===== src/rtl/arcade_input_pkg.sv =====
// Shared constants, enums and decode helpers for the arcade input mapper.
package arcade_input_pkg;

  // p_ctl bit positions within a player byte
  localparam int CTL_UP    = 0;
  localparam int CTL_DOWN  = 1;
  localparam int CTL_LEFT  = 2;
  localparam int CTL_RIGHT = 3;
  localparam int CTL_FIRE1 = 4;
  localparam int CTL_FIRE2 = 5;
  localparam int CTL_START = 6;
  localparam int CTL_COIN  = 7;

  // joystick bit positions within a player word
  localparam int JOY_RIGHT = 0;
  localparam int JOY_LEFT  = 1;
  localparam int JOY_DOWN  = 2;
  localparam int JOY_UP    = 3;
  localparam int JOY_FIRE1 = 4;
  localparam int JOY_FIRE2 = 5;
  localparam int JOY_START = 6;
  localparam int JOY_COIN  = 7;

  typedef enum logic [1:0] {
    ROT_NONE = 2'd0,
    ROT_90   = 2'd1,
    ROT_180  = 2'd2,
    ROT_270  = 2'd3
  } rot_e;

  typedef enum logic [1:0] {
    COIN_IDLE     = 2'd0,
    COIN_PULSE    = 2'd1,
    COIN_WAIT_REL = 2'd2
  } coin_st_e;

  // PS/2 set-2 scan codes (extended prefix is ignored for all of them)
  localparam logic [7:0] SC_P1_UP     = 8'h75;
  localparam logic [7:0] SC_P1_DOWN   = 8'h72;
  localparam logic [7:0] SC_P1_LEFT   = 8'h6B;
  localparam logic [7:0] SC_P1_RIGHT  = 8'h74;
  localparam logic [7:0] SC_P1_FIRE1A = 8'h14;
  localparam logic [7:0] SC_P1_FIRE1B = 8'h29;
  localparam logic [7:0] SC_P1_FIRE2  = 8'h11;
  localparam logic [7:0] SC_P1_START  = 8'h16;
  localparam logic [7:0] SC_P1_COIN   = 8'h2E;
  localparam logic [7:0] SC_P2_UP     = 8'h2D;
  localparam logic [7:0] SC_P2_DOWN   = 8'h2B;
  localparam logic [7:0] SC_P2_LEFT   = 8'h23;
  localparam logic [7:0] SC_P2_RIGHT  = 8'h34;
  localparam logic [7:0] SC_P2_FIRE1  = 8'h1C;
  localparam logic [7:0] SC_P2_FIRE2  = 8'h1B;
  localparam logic [7:0] SC_P2_START  = 8'h1E;
  localparam logic [7:0] SC_P2_COIN   = 8'h36;

  // One held-state bit per physical key; the two P1 fire keys stay separate
  // so releasing one does not drop fire while the other is still held.
  localparam int K1_UP     = 0;
  localparam int K1_DOWN   = 1;
  localparam int K1_LEFT   = 2;
  localparam int K1_RIGHT  = 3;
  localparam int K1_FIRE1A = 4;
  localparam int K1_FIRE1B = 5;
  localparam int K1_FIRE2  = 6;
  localparam int K1_START  = 7;
  localparam int K1_COIN   = 8;
  localparam int K2_UP     = 9;
  localparam int K2_DOWN   = 10;
  localparam int K2_LEFT   = 11;
  localparam int K2_RIGHT  = 12;
  localparam int K2_FIRE1  = 13;
  localparam int K2_FIRE2  = 14;
  localparam int K2_START  = 15;
  localparam int K2_COIN   = 16;
  localparam int NUM_KEYS  = 17;

  // One-hot key-state mask for a scan code; zero for unmapped codes.
  function automatic logic [NUM_KEYS-1:0] key_match(input logic [7:0] sc);
    logic [NUM_KEYS-1:0] m;
    m = '0;
    case (sc)
      SC_P1_UP:     m[K1_UP]     = 1'b1;
      SC_P1_DOWN:   m[K1_DOWN]   = 1'b1;
      SC_P1_LEFT:   m[K1_LEFT]   = 1'b1;
      SC_P1_RIGHT:  m[K1_RIGHT]  = 1'b1;
      SC_P1_FIRE1A: m[K1_FIRE1A] = 1'b1;
      SC_P1_FIRE1B: m[K1_FIRE1B] = 1'b1;
      SC_P1_FIRE2:  m[K1_FIRE2]  = 1'b1;
      SC_P1_START:  m[K1_START]  = 1'b1;
      SC_P1_COIN:   m[K1_COIN]   = 1'b1;
      SC_P2_UP:     m[K2_UP]     = 1'b1;
      SC_P2_DOWN:   m[K2_DOWN]   = 1'b1;
      SC_P2_LEFT:   m[K2_LEFT]   = 1'b1;
      SC_P2_RIGHT:  m[K2_RIGHT]  = 1'b1;
      SC_P2_FIRE1:  m[K2_FIRE1]  = 1'b1;
      SC_P2_FIRE2:  m[K2_FIRE2]  = 1'b1;
      SC_P2_START:  m[K2_START]  = 1'b1;
      SC_P2_COIN:   m[K2_COIN]   = 1'b1;
      default: ;
    endcase
    return m;
  endfunction

  // Keyboard contribution to a player byte, already in p_ctl order.
  function automatic logic [7:0] kb_ctl(input logic [NUM_KEYS-1:0] k, input int player);
    logic [7:0] c;
    c = '0;
    if (player == 0) begin
      c[CTL_UP]    = k[K1_UP];
      c[CTL_DOWN]  = k[K1_DOWN];
      c[CTL_LEFT]  = k[K1_LEFT];
      c[CTL_RIGHT] = k[K1_RIGHT];
      c[CTL_FIRE1] = k[K1_FIRE1A] | k[K1_FIRE1B];
      c[CTL_FIRE2] = k[K1_FIRE2];
      c[CTL_START] = k[K1_START];
      c[CTL_COIN]  = k[K1_COIN];
    end else if (player == 1) begin
      c[CTL_UP]    = k[K2_UP];
      c[CTL_DOWN]  = k[K2_DOWN];
      c[CTL_LEFT]  = k[K2_LEFT];
      c[CTL_RIGHT] = k[K2_RIGHT];
      c[CTL_FIRE1] = k[K2_FIRE1];
      c[CTL_FIRE2] = k[K2_FIRE2];
      c[CTL_START] = k[K2_START];
      c[CTL_COIN]  = k[K2_COIN];
    end
    return c;
  endfunction

  // Joystick byte reordered into p_ctl bit order.
  function automatic logic [7:0] joy_to_ctl(input logic [7:0] j);
    logic [7:0] c;
    c            = '0;
    c[CTL_UP]    = j[JOY_UP];
    c[CTL_DOWN]  = j[JOY_DOWN];
    c[CTL_LEFT]  = j[JOY_LEFT];
    c[CTL_RIGHT] = j[JOY_RIGHT];
    c[CTL_FIRE1] = j[JOY_FIRE1];
    c[CTL_FIRE2] = j[JOY_FIRE2];
    c[CTL_START] = j[JOY_START];
    c[CTL_COIN]  = j[JOY_COIN];
    return c;
  endfunction

  // Remap the four direction bits for the selected screen rotation.
  function automatic logic [3:0] rotate_dirs(input logic [3:0] d, input rot_e r);
    logic [3:0] o;
    o = d;
    case (r)
      ROT_90: begin
        o[CTL_UP]    = d[CTL_LEFT];
        o[CTL_DOWN]  = d[CTL_RIGHT];
        o[CTL_LEFT]  = d[CTL_DOWN];
        o[CTL_RIGHT] = d[CTL_UP];
      end
      ROT_180: begin
        o[CTL_UP]    = d[CTL_DOWN];
        o[CTL_DOWN]  = d[CTL_UP];
        o[CTL_LEFT]  = d[CTL_RIGHT];
        o[CTL_RIGHT] = d[CTL_LEFT];
      end
      ROT_270: begin
        o[CTL_UP]    = d[CTL_RIGHT];
        o[CTL_DOWN]  = d[CTL_LEFT];
        o[CTL_LEFT]  = d[CTL_UP];
        o[CTL_RIGHT] = d[CTL_DOWN];
      end
      default: ;
    endcase
    return o;
  endfunction

  // Opposing directions cancel to neutral.
  function automatic logic [3:0] socd_clean(input logic [3:0] d);
    logic [3:0] o;
    o = d;
    if (d[CTL_UP] && d[CTL_DOWN]) begin
      o[CTL_UP]   = 1'b0;
      o[CTL_DOWN] = 1'b0;
    end
    if (d[CTL_LEFT] && d[CTL_RIGHT]) begin
      o[CTL_LEFT]  = 1'b0;
      o[CTL_RIGHT] = 1'b0;
    end
    return o;
  endfunction

endpackage


===== src/rtl/arcade_coin_pulse.sv =====
// Per-player coin pulse shaper: one fixed-length pulse per coin press,
// measured in coin_ce ticks, re-armed only after the coin input is released.
module arcade_coin_pulse
  import arcade_input_pkg::*;
#(
  parameter int COIN_TICKS = 4
) (
  input  logic i_clk,
  input  logic i_reset,
  input  logic i_coin_raw,
  input  logic i_coin_ce,
  output logic o_pulse
);

  coin_st_e   r_state;
  logic [3:0] r_cnt;
  logic       r_prev;
  logic       r_pulse;

  // Coin FSM with registered pulse output
  always_ff @(posedge i_clk) begin
    if (i_reset) begin
      r_state <= COIN_IDLE;
      r_cnt   <= '0;
      r_prev  <= 1'b0;
      r_pulse <= 1'b0;
    end else begin
      r_prev <= i_coin_raw;
      case (r_state)
        COIN_IDLE: begin
          if (i_coin_raw && !r_prev) begin
            r_state <= COIN_PULSE;
            r_cnt   <= 4'(COIN_TICKS);
            r_pulse <= 1'b1;
          end
        end
        COIN_PULSE: begin
          if (i_coin_ce) begin
            r_cnt <= r_cnt - 4'd1;
            if (r_cnt == 4'd1) begin
              r_state <= COIN_WAIT_REL;
              r_pulse <= 1'b0;
            end
          end
        end
        COIN_WAIT_REL: begin
          if (!i_coin_raw) r_state <= COIN_IDLE;
        end
        default: begin
          r_state <= COIN_IDLE;
          r_pulse <= 1'b0;
        end
      endcase
    end
  end

  assign o_pulse = r_pulse;

endmodule


===== src/rtl/arcade_input_map.sv =====
// Keyboard + joystick to per-player arcade control bytes: PS/2 key state,
// joystick OR, screen rotation, optional SOCD cleanup and coin pulses.
module arcade_input_map
  import arcade_input_pkg::*;
#(
  parameter int NUM_PLAYERS = 2,
  parameter int COIN_TICKS  = 4,
  parameter int SOCD_CLEAN  = 1
) (
  input  logic                     clk_sys,
  input  logic                     reset,
  input  logic [10:0]              ps2_key,
  input  logic [16*NUM_PLAYERS-1:0] joystick,
  input  logic [1:0]               rotate,
  input  logic                     coin_ce,
  output logic [8*NUM_PLAYERS-1:0] p_ctl
);

  logic [NUM_KEYS-1:0]             r_keys;
  logic                            r_tog;
  logic [NUM_PLAYERS-1:0][7:0]     r_joy;
  logic                            w_event;
  logic [NUM_KEYS-1:0]             w_match;
  logic                            w_unused;

  assign w_event = ps2_key[10] != r_tog;
  assign w_match = key_match(ps2_key[7:0]);

  // Bits the mapper deliberately ignores: extended prefix, joystick extras
  always_comb begin
    w_unused = ps2_key[8];
    for (int p = 0; p < NUM_PLAYERS; p++)
      w_unused = w_unused ^ (^joystick[16*p+8 +: 8]);
  end

  // Input stage: key state from toggle-detected events, joystick capture.
  // The toggle copy reloads during reset so release never fakes an event.
  always_ff @(posedge clk_sys) begin
    if (reset) begin
      r_keys <= '0;
      r_tog  <= ps2_key[10];
      r_joy  <= '0;
    end else begin
      r_tog <= ps2_key[10];
      if (w_event)
        r_keys <= (r_keys & ~w_match) | (w_match & {NUM_KEYS{ps2_key[9]}});
      for (int p = 0; p < NUM_PLAYERS; p++)
        r_joy[p] <= joystick[16*p +: 8];
    end
  end

  for (genvar gp = 0; gp < NUM_PLAYERS; gp++) begin : g_player
    logic [7:0] w_raw;
    logic [3:0] w_rot;
    logic [3:0] w_dir;
    logic [6:0] r_ctl;
    logic       w_coin;

    assign w_raw = kb_ctl(r_keys, gp) | joy_to_ctl(r_joy[gp]);
    assign w_rot = rotate_dirs(w_raw[3:0], rot_e'(rotate));

    if (SOCD_CLEAN != 0) begin : g_socd
      assign w_dir = socd_clean(w_rot);
    end else begin : g_nosocd
      assign w_dir = w_rot;
    end

    // Output register for directions and buttons
    always_ff @(posedge clk_sys) begin
      if (reset) r_ctl <= '0;
      else       r_ctl <= {w_raw[CTL_START:CTL_FIRE1], w_dir};
    end

    arcade_coin_pulse #(
      .COIN_TICKS(COIN_TICKS)
    ) u_coin (
      .i_clk     (clk_sys),
      .i_reset   (reset),
      .i_coin_raw(w_raw[CTL_COIN]),
      .i_coin_ce (coin_ce),
      .o_pulse   (w_coin)
    );

    assign p_ctl[8*gp +: 8] = {w_coin, r_ctl};
  end

endmodule


===== config.mk =====
export PLATFORM = sky130hd
export DESIGN_NAME = arcade_input_map
export DESIGN_NICKNAME = d
export VERILOG_FILES = /design/src/rtl/arcade_input_pkg.sv /design/src/rtl/arcade_coin_pulse.sv /design/src/rtl/arcade_input_map.sv
export SDC_FILE = /design/constraint.sdc
export NUM_CORES = 1
export LEC_CHECK = 0
export BUFFER_PORTS_ARGS = -buffer_cell sky130_fd_sc_hd__buf_2
export CAP_MARGIN = 30
export CORE_MARGIN = 1
export CORE_UTILIZATION = 52
export CTS_BUF_LIST = sky130_fd_sc_hd__clkbuf_8
export DETAILED_ROUTE_END_ITERATION = 7
export PLACE_DENSITY = 0.78
export SLEW_MARGIN = 10
export SYNTH_ARGS = -nofsm -noshare
export SYNTH_HDL_FRONTEND = slang
export SYNTH_SLANG_ARGS = --single-unit

===== constraint.sdc =====
create_clock -name clk_sys -period 3.9 [get_ports clk_sys]
set_clock_uncertainty 0.2 [all_clocks]
set_input_delay 0.195 -clock clk_sys [delete_from_list [all_inputs] [get_ports clk_sys]]
set_output_delay 0.195 -clock clk_sys [all_outputs]
set_load 0.05 [all_outputs]

==> results of run 1 <==
[cells in the mapped netlist (4+ instances only)]
library cell	n	area share, %
a21oi_1	8	1.5
clkbuf_1	6	0.83
dfxtp_1	64	47
ha_1	4	1.8
inv_1	8	1.1
mux2i_1	25	9.2
nand2_1	20	2.8
nand2b_1	4	0.92
nand3_1	7	1.3
nand4_1	10	2.3
nor2_1	26	3.6
nor2b_1	21	4.8
nor3_1	5	0.92
nor3b_1	4	1.1
o21a_1	5	1.4
o21ba_2	4	1.5
o22ai_1	8	1.8
[worst max-delay path, cell delays in order]
cell	delay [ns]
buf_2	0.10
buf_4	0.23
inv_1	0.55
nand2_1	0.51
mux2i_1	0.28
[what timing repair did]
item / in CTS / in global routing
hold buffers: 18 / 0
gates resized for setup: 0 / 0
endpoints found under the hold margin: 18 / 0
[power by group through the flow]
stage	clock (mW)	combinational [mW]	sequential (mW)
2_1_floorplan	0	0.0872	0.729
3_3_place_gp	0	0.147	0.707
3_5_place_dp	0	0.150	0.708
4_1_cts	0.500	0.165	0.693
5_1_grt	0.528	0.181	0.696
6_report	0.492	0.165	0.694
[layout make-up]
class / instances / area share, %
Multi-Input combinational cell: 195 / 40.32
Sequential cell: 64 / 38.51
Timing Repair Buffer: 65 / 12.56
Clock buffer: 9 / 3.723
Tap cell: 67 / 2.520
Clock inverter: 7 / 1.467
Inverter: 8 / 0.9026
[routing by layer]
metal  share of wire, %  up-vias  global-route usage (%)  routed length (um)
met5                  0        -                       0                   0
met4                2.7        0                   13.46                 145
met3                3.3       13                   4.065                 176
met2                 48       47                   36.87                2537
met1                 46      990                   23.99                2456
li1                   -     1121                       -                   -
[per-stage QoR]
| step | util (%) | hold slack [ns] | setup WS [ns] |
|---|---|---|---|
| global placement | 60.95 | 0.1427 | 1.782 |
| CTS | 68.18 | 0.03978 | 2.031 |
| finish | 68.18 | 0.04882 | 2.073 |
| detailed placement | 60.95 | 0.1440 | 1.694 |
| global route | 68.18 | 0.07638 | 1.833 |
| floorplan | - | 0.02272 | 2.443 |
[worst max path at each step]
stage                                           start                          end  slack [ns]
after global routing                            reset                         flop        1.83
after floorplan           g_player[0].u_coin.r_cnt[0]  g_player[0].u_coin.r_cnt[3]        2.44
after CTS                                       reset                         flop        2.03
after global placement                          reset                         flop        1.78
after detailed placement                        reset                         flop        1.69
final                                           reset                         flop        2.07
[logic make-up (layout without fill, tap and decap cells)]
kind of cell | Yosys count | in the layout
compound gates | 42 | 42
mux | 25 | 25
simple gates | 121 | 121
xor+xnor | 3 | 3
flops | 64 | 64
fa+ha+maj | 4 | 4
buf+inv | 20 | 89
==> impl_metrics.tcl, run 1 <==
set metrics [dict create \
    outcome "finished, final reports clean" \
    drt-total-wl_um 5316 \
    synth_cells 279 \
    antenna_found_initial 0 \
    fin_crit_ns 1.827 \
    grt.overflow.total 0 \
    cts_max_level 3 \
    setup_viol 0 \
    syn_nets 331 \
    p_int_mw 0.9750 \
    drtIter0Drc 76 \
    drcViolationCount 0 \
    cp_max_fo 37 \
    slew-limit-headroom_pct 54.19 \
    worst_pin_slew_ns 0.6864 \
    dieHeight_um 74.19 \
    tns_ns 0 \
    crit_arrival_ns 1.89 \
    drt-pass1-iter-count 5 \
    clkSinkCount 64 \
    ios 64 \
    start_util_pct 55.54 \
    rrSetupSlack_ns 2.28 \
    seqCellArea_mm2 0.001281 \
    syn-cell-area_mm2 0.002710 \
    synth-simple-area-share_pct 26.08 \
    nNetsFinal 395 \
    track_usage_pct 21.27 \
    cts_tree "done" \
    period_share_pct 46.84 \
    maxCapViolCount 0 \
    postLayoutCellArea_mm2 0.003327 \
    p_clk_share_pct 36.4 \
    fmax_mhz 547.4 \
    synth_top_family_by_area "simple AND/OR/NAND/NOR gates" \
    leakage_nw 1.436 \
    layout_commonest_cell "dfxtp_1" \
    root_buffer "clkbuf_8" \
    die_x_um 74.19 \
    total_power_mw 1.351 \
    power_density_mw_per_mm2 406.2 \
    die-area_mm2 0.005504 \
    ys_seq_area_share_pct 47.28 \
    area_growth_pct 22.76 \
    syn-mean-instance-area_um2 9.714 \
    reg2reg_depth 3 \
    core_area_mm2 0.004880 \
    combPwrFrac_pct 12.2 \
    ir_drop_mv 0.2369 \
    path_class "in2reg" \
    startpoint_type "primary input" \
    cp.required_ns 3.96 \
    hold_depth 4 \
    final_max_slew_viol_count 0 \
    place_area_mm2 0.002974 \
    multi_input_area_mm2 0.001341 \
    synth_compound_area_share_pct 11.08 \
    clk_latency_ns 0.34 \
    muxShareOfSynthArea_pct 9.234 \
    p_sw_mw 0.3763 \
    placedCellCount 381 \
    synthAdderAreaFrac_pct 1.847 \
    n_antenna_cell 0 \
    worstHoldStart "ps2_key[5]" \
    grt_max_degree 38 \
    fillers 410 \
    io_buffers 46 \
    synth-xor-area-share_pct 1.247 \
    gp_congestion 0.8464 \
    synth-main-ff-cell "dfxtp_1" \
    placementRows 25 \
    grt_pass1_vias 2054 \
    seq_power_share_pct 51.3 \
    clk_pin_slew_ns 0.07 \
    critPathCaptureType "flop" \
    synth_cell_types 45 \
    synth_warnings 0 \
    numCtsBuffers 9 \
    post_drt_wl_per_cell_um 12.81 \
    hpwl_um 3434 \
    post_cts_buffers 0 \
    p_sw_share_pct 27.85 \
    grt_pass1_wl_um 8714 \
    final_cells 415 \
    avgViaCountPerCell 5.231 \
    hold_class "in2reg" \
    layout_common_cells "dfxtp_1, buf_2, nor2_1" \
    cts_buffer_depth 2 \
    reg2reg_from "r_tog" \
    synthArstFlopShare_pct 0 \
    rsz0062_at_grt "false" \
    hold_viol_final 0 \
    route.antenna.remaining_nets 0 \
    drive_gt1_share_pct 20.69 \
    vias 2171 \
    synth_edf_count 0 \
    ys_ff_latch 64 \
]
(Power assumes the default switching activity.)
==> inputs of run 2 (changes only) <==
--- a/config.mk
+++ b/config.mk
@@ -5,13 +5,14 @@
 export SDC_FILE = /design/constraint.sdc
 export NUM_CORES = 1
 export LEC_CHECK = 0
+export ABC_AREA = 1
 export BUFFER_PORTS_ARGS = -buffer_cell sky130_fd_sc_hd__buf_2
 export CAP_MARGIN = 30
 export CORE_MARGIN = 1
 export CORE_UTILIZATION = 52
 export CTS_BUF_LIST = sky130_fd_sc_hd__clkbuf_8
 export DETAILED_ROUTE_END_ITERATION = 7
-export PLACE_DENSITY = 0.78
+export PLACE_DENSITY = 0.77
 export SLEW_MARGIN = 10
 export SYNTH_ARGS = -nofsm -noshare
 export SYNTH_HDL_FRONTEND = slang
==> constraint.sdc (replaced) <==
create_clock -name clk_sys -period 1.9 [get_ports clk_sys]
set_clock_uncertainty 0.2 [all_clocks]
set_input_delay 0.095 -clock clk_sys [delete_from_list [all_inputs] [get_ports clk_sys]]
set_output_delay 0.095 -clock clk_sys [all_outputs]
set_load 0.05 [all_outputs]
==> run 2 against run 1 <==
Effect of this change:
- register-to-register slack got worse by 1.8 ns
- first-iteration DRC count rose by 51%
- hold slack got worse by 0.0072 ns
- global-route usage rose by 1.6 points
- critical path depth rose by 2
- setup slack got worse by 1.9 ns
- die area rose by 8.9%
- final cell count rose by 39%
- via count rose by 30%
- critical path type unchanged
==> impl_metrics.tcl, run 2 <==
set metrics [dict create \
    setup_viol 0 \
    grt_pass1_wl_um 11030 \
    seqCellArea_mm2 0.001281 \
    root_buffer "clkbuf_8" \
    synth_common_cells "nand2_1, inv_1, nor2_1, dfxtp_1, a21oi_1" \
    ios 64 \
    clkSinkCount 64 \
    synth_area_leader_cell "dfxtp_1" \
    startpoint_type "primary input" \
    syn-mean-instance-area_um2 6.898 \
    die_x_um 77.44 \
    ys_ff_latch 64 \
    synth_warnings 0 \
    fmax_mhz 564.8 \
    syn_nets 481 \
    fillers 441 \
    cts_tree "done" \
    synth_cell_types 27 \
    synth_edf_count 0 \
    syn-cell-area_mm2 0.002959 \
    nNetsFinal 555 \
    antenna_found_initial 0 \
    slew-limit-headroom_pct 74.67 \
    hold_class "in2reg" \
    synth-main-ff-cell "dfxtp_1" \
    maxCapViolCount 0 \
    vias 2825 \
    cp_max_fo 4 \
    route.antenna.remaining_nets 0 \
    start_util_pct 53.74 \
    layout_common_cells "nand2_1, inv_1, nor2_1" \
    worst_pin_slew_ns 0.3799 \
    synth_top_cell_area_share_pct 43.30 \
    yosys-top-cells-area "dfxtp_1, nand2_1, inv_1" \
    tns_ns 0 \
    cp.required_ns 1.92 \
    cts_max_level 3 \
    core_area_mm2 0.005507 \
    die-area_mm2 0.005996 \
    path_class "in2reg" \
    hpwl_um 4046 \
    critPathCaptureType "flop" \
    grt.overflow.total 0 \
    rsz0062_at_grt "false" \
    multi_input_area_mm2 0.001308 \
    final_max_slew_viol_count 0 \
    gp_congestion 0.9498 \
    post_cts_buffers 0 \
    post_drt_wl_per_cell_um 10.51 \
    clk_latency_ns 0.33 \
    numCtsBuffers 9 \
    drt-pass1-iter-count 5 \
    layout_commonest_cell "nand2_1" \
    outcome "finished, final reports clean" \
    drtIter0Drc 115 \
    ys_seq_area_share_pct 43.30 \
    avgViaCountPerCell 4.888 \
    n_antenna_cell 0 \
    area_growth_pct 24.31 \
    drt-total-wl_um 6077 \
    track_usage_pct 22.83 \
    drive_gt1_share_pct 17.59 \
    dieHeight_um 77.44 \
    io_buffers 46 \
    synth_most_common_cell "nand2_1" \
    grt_pass1_vias 2759 \
    drcViolationCount 0 \
    power_density_mw_per_mm2 830.3 \
    hold_viol_final 0 \
    crit_arrival_ns 1.80 \
    grt_max_degree 39 \
    cts_buffer_depth 2 \
    leakage_nw 1.827 \
    total_power_mw 3.054 \
    clk_pin_slew_ns 0.07 \
    synth_cells 429 \
    placementRows 27 \
    period_share_pct 93.19 \
    synthArstFlopShare_pct 0 \
    fin_crit_ns 1.771 \
    ir_drop_mv 0.6834 \
]
run 2: layer usage:
layer | wire length, um | global-route usage [%] | vias to the layer above
met5 | 0 | 0 | -
met4 | 91 | 13.21 | 0
met3 | 278 | 4.941 | 10
met2 | 2964 | 39.56 | 94
met1 | 2742 | 25.70 | 1260
li1 | - | - | 1461
run 2: kinds of logic (layout without fill, tap and decap cells):
family | after synthesis | after routing | share of synthesized area (%)
simple gates | 227 | 227 | 35.10
buf+inv | 92 | 169 | 12.60
flops | 64 | 64 | 43.30
compound gates | 41 | 41 | 7.019
fa+ha+maj | 4 | 4 | 1.691
xor+xnor | 1 | 1 | 0.2960
run 2: layout make-up:
type                       instances  area share (%)
multi-input combinational        273           35.54
sequential                        64           34.83
timing repair buffer              73           13.47
inverter                          82           8.435
clock buffer                      11           4.116
tap                               72           2.449
clock inverter                     3           1.156
run 2: repair_timing:
item | in CTS | in global routing
endpoints found under the hold margin | 31 | 0
endpoints found under the setup margin | 0 | 4
hold buffers | 26 | 0
gates resized for setup | 0 | 1
run 2: per-stage QoR:
stage / instances / util [%] / cell area (um2) / setup slack (ns) / hold slack [ns]
floorplan: 429 / - / 2959 / 0.6007 / -0.07728
global placement: 539 / 58.69 / 3232 / 0.5548 / 0.02269
detailed placement: 539 / 58.69 / 3232 / 0.5065 / 0.02455
CTS: 579 / 66.94 / 3686 / 0.03352 / 0.02668
global route: 578 / 66.80 / 3679 / 0.02824 / 0.07506
finish: 578 / 66.80 / 3679 / 0.1294 / 0.04160
run 2: path summary, 6_finish.rpt:
path,endpoint,depth (start not counted),startpoint,slack (ns)
worst max-delay path,flop,7,ps2_key[3],0.13
worst min-delay path,flop,6,ps2_key[6],0.04
worst max register to register,g_player[1].u_coin.r_cnt[2],7,g_player[1].u_coin.r_cnt[0],0.51
worst min register to register,g_player[0].r_ctl[5],2,r_joy[5],0.24
run 2: critical path, cell delays in order:
cell           delay [ns]
dlygate4sd3_1        0.54
buf_2                0.15
nor2_2               0.15
dlygate4sd3_1        0.58
nand3_1              0.09
o21ai_0              0.15
nor2_1               0.05
run 2: report_power, final:
group	total, mW	switching, mW	internal [mW]
Sequential	1.43	0.0266	1.40
Clock	1.16	0.496	0.661
Combinational	0.467	0.298	0.168
